==> config.mk <==
export PLATFORM = sky130hd
export DESIGN_NAME = dfswt_bin_tracker
export DESIGN_NICKNAME = d
export VERILOG_FILES = /design/src/rtl/dfswt_bin_tracker_pkg.sv /design/src/rtl/dfswt_valid_delay.sv /design/src/rtl/dfswt_bin_tracker.sv
export SDC_FILE = /design/constraint.sdc
export NUM_CORES = 1
export LEC_CHECK = 0
export ABC_AREA = 0
export BUFFER_PORTS_ARGS = -buffer_cell sky130_fd_sc_hd__buf_2
export CORE_ASPECT_RATIO = 0.8
export CORE_MARGIN = 1
export CORE_UTILIZATION = 51
export DETAILED_ROUTE_END_ITERATION = 8
export PLACE_DENSITY = 0.68
export SYNTH_ARGS = -nofsm -noshare
export SYNTH_HDL_FRONTEND = slang
export SYNTH_HIERARCHICAL = 1
export SYNTH_SLANG_ARGS = --single-unit
export TNS_END_PERCENT = 50
==> constraint.sdc <==
create_clock -name clock -period 7.42 [get_ports clock]
set_clock_uncertainty 0.2 [all_clocks]
set_input_delay 1.113 -clock clock [delete_from_list [all_inputs] [get_ports clock]]
set_output_delay 1.113 -clock clock [all_outputs]
set_load 0.01 [all_outputs]
==> src/rtl/dfswt_bin_tracker_pkg.sv <==
// dfswt_bin_tracker_pkg: FSM state encoding and default DFT geometry shared by detector and tracker
package dfswt_bin_tracker_pkg;
  localparam int DEF_POINTS = 8;
  localparam int DEF_LOG = 3;
  localparam logic [1:0] IDLE = 2'd0;
  localparam logic [1:0] CAND = 2'd1;
  localparam logic [1:0] LOCKED = 2'd2;
endpackage

==> src/rtl/dfswt_valid_delay.sv <==
// dfswt_valid_delay: delays the sample strobe by the detector latency to mark valid bins
module dfswt_valid_delay #(
  parameter int LAT = 2
) (
  input  logic clock,
  input  logic reset,
  input  logic enable,
  output logic s_vld
);
  logic [LAT-1:0] sr_q, sr_d;
  // shift the strobe in; the oldest stage is the valid flag
  always_comb sr_d = LAT'({sr_q, enable});
  // async clear discards in-flight strobes
  always_ff @(posedge clock or negedge reset)
    if (!reset) sr_q <= '0;
    else sr_q <= sr_d;
  assign s_vld = sr_q[LAT-1];
endmodule

==> src/rtl/dfswt_bin_tracker.sv <==
// dfswt_bin_tracker: persistence hysteresis on the dominant DFT bin with lock/retune/lost events
module dfswt_bin_tracker
  import dfswt_bin_tracker_pkg::*;
#(
  parameter int POINTS = DEF_POINTS,
  parameter int LOG = DEF_LOG,
  parameter int LAT = 2,
  parameter int HOLD = 4,
  parameter int LOSS = 8,
  parameter int CW = 8,
  parameter int IGNORE_DC = 1
) (
  input  logic clock,
  input  logic reset,
  input  logic enable,
  input  logic [LOG-2:0] frequencybin,
  output logic locked,
  output logic [LOG-2:0] bin_out,
  output logic lock_pulse,
  output logic retune_pulse,
  output logic lost_pulse
);
  localparam logic [CW-1:0] HOLD_C = CW'(HOLD);
  localparam logic [CW-1:0] LOSS_C = CW'(LOSS);
  localparam logic [CW-1:0] ONE = CW'(1);
  if (POINTS != (1 << LOG)) begin : g_bad_points
    $error("POINTS must equal 2**LOG");
  end
  function automatic logic [CW-1:0] sat_inc(input logic [CW-1:0] v);
    return &v ? v : v + ONE;
  endfunction
  logic s_vld;
  logic [1:0] state_q, state_d;
  logic [LOG-2:0] cand_q, cand_d, bin_q, bin_d, alt_q, alt_d;
  logic [CW-1:0] hcnt_q, hcnt_d, miss_q, miss_d, altc_q, altc_d;
  logic locked_q, locked_d, lp_q, lp_d, rp_q, rp_d, lo_q, lo_d;
  logic lockable;
  logic [CW-1:0] hinc, minc, ainc;
  dfswt_valid_delay #(.LAT(LAT)) u_vld (
    .clock(clock),
    .reset(reset),
    .enable(enable),
    .s_vld(s_vld)
  );
  // next-state: FSM and counters advance only on valid samples
  always_comb begin
    state_d = state_q;
    cand_d = cand_q;
    bin_d = bin_q;
    alt_d = alt_q;
    hcnt_d = hcnt_q;
    miss_d = miss_q;
    altc_d = altc_q;
    lp_d = 1'b0;
    rp_d = 1'b0;
    lo_d = 1'b0;
    lockable = (frequencybin != '0) || (IGNORE_DC == 0);
    hinc = sat_inc(hcnt_q);
    minc = sat_inc(miss_q);
    ainc = (frequencybin == alt_q) ? sat_inc(altc_q) : ONE;
    if (s_vld) begin
      case (state_q)
        IDLE:
          if (lockable) begin
            cand_d = frequencybin;
            hcnt_d = ONE;
            if (HOLD == 1) begin
              state_d = LOCKED;
              bin_d = frequencybin;
              lp_d = 1'b1;
              miss_d = '0;
              altc_d = '0;
            end else state_d = CAND;
          end
        CAND:
          if (frequencybin == cand_q) begin
            hcnt_d = hinc;
            if (hinc >= HOLD_C) begin
              state_d = LOCKED;
              bin_d = cand_q;
              lp_d = 1'b1;
              miss_d = '0;
              altc_d = '0;
            end
          end else if (lockable) begin
            cand_d = frequencybin;
            hcnt_d = ONE;
          end else begin
            state_d = IDLE;
            hcnt_d = '0;
          end
        LOCKED:
          if (frequencybin == bin_q) begin
            miss_d = '0;
            altc_d = '0;
          end else begin
            miss_d = minc;
            if (lockable) begin
              alt_d = frequencybin;
              altc_d = ainc;
            end
            if (lockable && ainc >= HOLD_C) begin
              bin_d = frequencybin;
              rp_d = 1'b1;
              miss_d = '0;
              altc_d = '0;
            end else if (minc >= LOSS_C) begin
              state_d = IDLE;
              lo_d = 1'b1;
              miss_d = '0;
              altc_d = '0;
              hcnt_d = '0;
            end
          end
        default: state_d = IDLE;
      endcase
    end
    locked_d = (state_d == LOCKED);
  end
  // state and registered outputs, async active-low clear
  always_ff @(posedge clock or negedge reset)
    if (!reset) begin
      state_q <= IDLE;
      cand_q <= '0;
      bin_q <= '0;
      alt_q <= '0;
      hcnt_q <= '0;
      miss_q <= '0;
      altc_q <= '0;
      locked_q <= 1'b0;
      lp_q <= 1'b0;
      rp_q <= 1'b0;
      lo_q <= 1'b0;
    end else begin
      state_q <= state_d;
      cand_q <= cand_d;
      bin_q <= bin_d;
      alt_q <= alt_d;
      hcnt_q <= hcnt_d;
      miss_q <= miss_d;
      altc_q <= altc_d;
      locked_q <= locked_d;
      lp_q <= lp_d;
      rp_q <= rp_d;
      lo_q <= lo_d;
    end
  assign locked = locked_q;
  assign bin_out = bin_q;
  assign lock_pulse = lp_q;
  assign retune_pulse = rp_q;
  assign lost_pulse = lo_q;
endmodule

# Word-level counts from Yosys, hierarchy flattened
# Cells that the tools add are included.
# classes
mux	52
bitwise	1
addsub	3
n_reduce_logical	15
order_cmp	3
eq_ne	15
# ops
operator	n
$mux W8	18
$pmux W8 S2	2
$mux W2	14
$add A8 B1 Y8 const B	3
$pmux W8 S3	1
$reduce_and A8 Y1	3
$ge A8 B3 Y1 const B	2
$ne A2 B2 Y1 const B	8
$mux W1	14
$reduce_and A6 Y1	2
$ge A8 B4 Y1 const B	1
$pmux W2 S2	2
$reduce_and A4 Y1	2
$eq A2 B2 Y1	3
$pmux W2 S3	1
$reduce_bool A2 Y1	3
$ne A5 B5 Y1 const B	1
$reduce_and A5 Y1	1
$eq A2 B2 Y1 const B	2
$reduce_and A3 Y1	1
$reduce_bool A3 Y1	1
$eq A2 B1 Y1 const B	1
$logic_not A2 Y1	1
$logic_and A1 B1 Y1	1
$not A1 Y1	1
# totals
wordCells	101
input_bits	5
register_bits	38

# Longest topological paths before layout
# depth
word_depth	10
ltp_mapped	9
depth_no_buf	8

# Cells and area by module
# The synthesis kept the hierarchy.
# by_module_without_submodules
mod	instances	area_per_inst_um2	cells_each
dfswt_bin_tracker	1	2493.6	263
dfswt_valid_delay	1	50.0	2

# Least setup slack after synthesis
# OpenSTA, ideal clock, no wires.
# synth_timing
path_kind	input -> register
start	input frequencybin[0]
end	register bin_q[0] (netlist: bin_out[0])
slack_ns	4.582
setup_ns	0.090
cell_stages	7
arrival_time_ns	2.548
cell_sequence	buf_2 -> xnor2_1 -> nand3_1 -> a21bo_1 -> a41o_4 -> or4_4 -> o221ai_1
# synth_via
elab_chain_cells	6
word_cells_on_any_way	14
classes_between	order compare (1); eq/ne (6); mux (4); reduce/logical (3)
# synth_rtl
element	line_no	rtl
from (decl)	dfswt_bin_tracker.sv:16	input logic [LOG-2:0] frequencybin,
$eq A2 B2 Y1	dfswt_bin_tracker.sv:60	ainc = (frequencybin == alt_q) ? sat_inc(altc_q) : ONE;
$mux W8	dfswt_bin_tracker.sv:60	
$ge A8 B3 Y1	dfswt_bin_tracker.sv:102	if (lockable && ainc >= HOLD_C) begin
$logic_and A1 B1 Y1	dfswt_bin_tracker.sv:102	
$ne A2 B2 Y1 (no line)	n/a	
$reduce_and A6 Y1 (no line)	n/a	
to (signal assigned)	dfswt_bin_tracker.sv:137	bin_q <= bin_d;
to (decl)	dfswt_bin_tracker.sv:34	logic [LOG-2:0] cand_q, cand_d, bin_q, bin_d, alt_q, alt_d;
# Several ways; a longest one is shown, not always the timed one. The select of a mux whose other input is x is not followed.
# A chain may end at the register's enable or synchronous reset.

# Worst setup path after layout
# layout_timing
start	input frequencybin[0]
end	register altc_q[1]
# layout_via
elab_chain_cells	7
word_cells_on_any_way	15
classes_between	order compare (1); eq/ne (5); mux (6); reduce/logical (3)
# layout_rtl
element	line_no	rtl
$eq A2 B2 Y1	dfswt_bin_tracker.sv:60	
$mux W8	dfswt_bin_tracker.sv:60	
$ge A8 B3 Y1 or $mux W8 (tied branches)	dfswt_bin_tracker.sv:102, dfswt_bin_tracker.sv:98	
$logic_and A1 B1 Y1 or $mux W8 (tied branches)	dfswt_bin_tracker.sv:102, dfswt_bin_tracker.sv:107	
$mux W8	dfswt_bin_tracker.sv:102	
$mux W8	dfswt_bin_tracker.sv:93	if (frequencybin == bin_q) begin
$pmux W8 S2	dfswt_bin_tracker.sv:62	case (state_q)
to (signal assigned)	dfswt_bin_tracker.sv:141	altc_q <= altc_d;
to (decl)	dfswt_bin_tracker.sv:35	logic [CW-1:0] hcnt_q, hcnt_d, miss_q, miss_d, altc_q, altc_d;
# Several ways; a longest one is shown, not always the timed one. The select of a mux whose other input is x is not followed.

==> results.cfg <==
[run_status]
status = completed

[sta]
timing_max_transition_violations_final = 0
timing.fmax_ghz = 0.351
hold_viol = 0
final_report_setup_violation_count = 0
final.setup.tns_ns = 0
rsz_0062_raised_after_global_routing = false
max-slew-margin-rel_pct = 43.9
finalCritPeriodShare_pct = 38.4
min_period_ns = 2.85
worst-slew-pin-transition_ns = 0.841

[synth]
post_synth_instance_area_um2 = 2540
number_of_flops_mapped_to_enable_cells_by_yosys = 0
synth_seq_cells = 38
synthCells = 265
async_flop_share_pct = 100
synth.largest_area_cell = sky130_fd_sc_hd__dfrtp_1
largest_family_of_logic_cells_by_synthesized_area = simple AND/OR/NAND/NOR gates
synth.yosys.seq_area_share_pct = 37.4
synthSimpleGateAreaFrac_pct = 25.6
synth_mux_area_share_pct = 1.72
synthesis.area_per_instance_um2 = 9.60
syn-num-nets = 277
post_synth_main_area_contributors = sky130_fd_sc_hd__dfrtp_1, sky130_fd_sc_hd__and2_1, sky130_fd_sc_hd__ha_1, sky130_fd_sc_hd__nand2_1, sky130_fd_sc_hd__and3_1
count_of_different_cell_masters_after_synthesis = 67
complex_gate_fraction_of_the_synthesized_area_pct = 23.5
synth.most_common_cell = sky130_fd_sc_hd__dfrtp_1
ys_dominant_reg_cell = sky130_fd_sc_hd__dfrtp_1
synth.top_cell.area_share_pct = 37.4
synth-warning-count = 6
post_synth_most_frequent_cells = sky130_fd_sc_hd__dfrtp_1, sky130_fd_sc_hd__nand2_1, sky130_fd_sc_hd__and2_1
yosys.area_share.xor_xnor_pct = 2.71
synth-adder-area-share_pct = 3.44

[power_and_ir_drop]
cellPowerDensity_nw_per_um2 = 230
p_leak_nw = 1.19
vdd_drop_max_mv = 0.150

[die]
pin_count = 11
fp.dieW_um = 81.0
core_um2 = 4680
floorplan.initialDensity_pct = 54.4
floorplan.die.height_um = 65.2
floorplan.rows = 22
overall_die_area_um2 = 5280

[cts]
clkSlewWorstSetupHoldPaths_ns = 0.07
root_cell_of_the_clock_tree = sky130_fd_sc_hd__clkbuf_8
clkLatencyLatePin_ns = 0.28
cts_htree_levels = 2
cts.repair.resized = 0
tritoncts.num_buffers = 5
clk_path_buf_depth = 2
hold_buffers = 0
cts_tree = done
postCtsSetupBuffers = 0
tritoncts_num_sinks = 38

[worst_setup_path]
worst-endpoint-arrival_ns = 2.82
path_max_fanout = 16
crit_path_capture_type = register
crit_path_start_kind = input port
critical_path_class = input port to register
critPathRequiredTime_ns = 7.39

[min_path]
type_of_the_worst_min_delay_path = register to register

[finish]
antenna_cells_inserted = 0
fraction_of_layout_instances_using_a_drive_strength_above_1_pct = 14.4
final_net_count = 281
finalCoreUtilization_pct = 56.9
synthToLayoutAreaGrowth_pct = 4.72

[global_routing]
grt_start_max_net_pins = 39
global_route.usage.total_pct = 22.4
grt_first_pass_wirelength_mm = 9.03
globalRoute.totalOverflow = 0
grt_antenna_before_repair = 0
first_global_vias = 1847

[routing]
post_drt_via_cell_ratio = 5.98
totalWireLength_mm = 5.28
wl_per_cell_um = 16.0
route.antenna.remaining_nets = 0
detail_route.drc_violations = 0
via_count = 1972
drt_iter0_markers = 147
drt_pass_1_iters = 4

[place]
port-buffer-count = 10
detailedPlacementHpwl_mm = 3.82
finalWeightedCongestion = 0.848

[run]
max_cap_viol_count = 0
==> path summary, 6_finish.rpt <==
kind | from | to | slack, ns | depth (start not counted)
max in group asynchronous | reset | lost_pulse$_DFF_PN0_ | 5.77 | 1
max reg2reg | hcnt_q[0]$_DFFE_PN0P_ | altc_q[1]$_DFFE_PN0P_ | 4.61 | 6
max | frequencybin[0] | altc_q[1]$_DFFE_PN0P_ | 4.57 | 6
min reg2reg | u_vld/sr_q[0]$_DFF_PN0_ | u_vld/sr_q[1]$_DFF_PN0_ | 0.16 | 0
min | u_vld/sr_q[0]$_DFF_PN0_ | u_vld/sr_q[1]$_DFF_PN0_ | 0.16 | 0
min in group asynchronous | reset | hcnt_q[2]$_DFFE_PN0P_ | 0.73 | 1
==> placed cells by master, fill, tap and decap left out, drive strengths merged, types with 4 or more instances in the layout <==
| cell | count |
|---|---|
| clkbuf | 7 |
| nand2 | 21 |
| dfrtp | 38 |
| a211oi | 4 |
| a21o | 5 |
| a21oi | 5 |
| inv | 13 |
| buf | 10 |
| and3 | 10 |
| xnor2 | 4 |
| nor2b | 4 |
| nor2 | 14 |
| o221ai | 4 |
| o211ai | 4 |
| nand2b | 5 |
| ha | 7 |
| o21ai | 15 |
| nand4 | 6 |
| nor3 | 6 |
| and2 | 16 |
| o22a | 7 |
| nand3 | 11 |
| a31oi | 6 |
==> area by class of cell <==
| class | instances | area, um2 |
|---|---|---|
| multi-input combinational | 201 | 1450 |
| inverter | 13 | 48.8 |
| sequential | 38 | 951 |
| timing repair buffer | 10 | 50.0 |
| fill | 420 | 2020 |
| tap | 60 | 75.1 |
| clock buffer | 7 | 86.3 |
| clock inverter | 1 | 5.00 |
==> sequential cells by signal, summed over array words and instances (netlist names) <==
| signal | count |
|---|---|
| altc_q | 8 |
| hcnt_q | 8 |
| miss_q | 8 |
| alt_q | 2 |
| bin_out | 2 |
| cand_q | 2 |
| state_q | 2 |
| u_vld/sr_q | 2 |
| lock_pulse | 1 |
| locked | 1 |
| lost_pulse | 1 |
| retune_pulse | 1 |
==> routing by layer <==
layer	wire length [um]	global-route usage (%)	vias up	share of wire [%]
met5	0	0	-	0
met4	14	4.02	0	0.27
met3	206	4.58	2	3.9
met2	2140	29.0	35	40
met1	2920	37.4	946	55
li1	-	-	989	-
==> worst max-delay path, cell delays in order <==
cell and delay [ns]:
sky130_fd_sc_hd__buf_2 0.26, sky130_fd_sc_hd__xor2_1 0.25, sky130_fd_sc_hd__nor2_2 0.12, sky130_fd_sc_hd__nor3_1 0.51, sky130_fd_sc_hd__a21o_4 0.25, sky130_fd_sc_hd__mux2_1 0.31
==> through the flow <==
| stage | cells | cell area (um2) | hold slack (ns) | power [W] | setup slack (ns) |
|---|---|---|---|---|---|
| finish | 330 | 2660 | 0.158 | 0.000613 | 4.57 |
| global route | 330 | 2660 | 0.164 | 0.000654 | 4.44 |
| CTS | 330 | 2660 | 0.161 | 0.000617 | 4.58 |
| detailed placement | 322 | 2570 | 0.143 | 0.000469 | 4.28 |
| global placement | 322 | 2570 | 0.133 | 0.000464 | 4.35 |
| floorplan | 265 | 2540 | 0.131 | 0.000433 | 4.58 |
==> kinds of logic after synthesis <==
kind of cell               after synthesis
AOI/OAI and AO/OA                       69
buffers and inverters                   26
DFF                                     38
xor gates and xnor gates                 7
muxes                                    4
adders and majority gates                7
and+or+nand+nor                        114
==> power by group <==
group	leakage, nW	internal, W	total [W]	switching (W)
Combinational	0.632	0.0000838	0.000191	0.000107
Sequential	0.506	0.000234	0.000276	0.0000427
Clock	0.0482	0.0000750	0.000146	0.0000706
Total	1.19	0.000392	0.000613	0.000221
(Power assumes the default switching activity.)
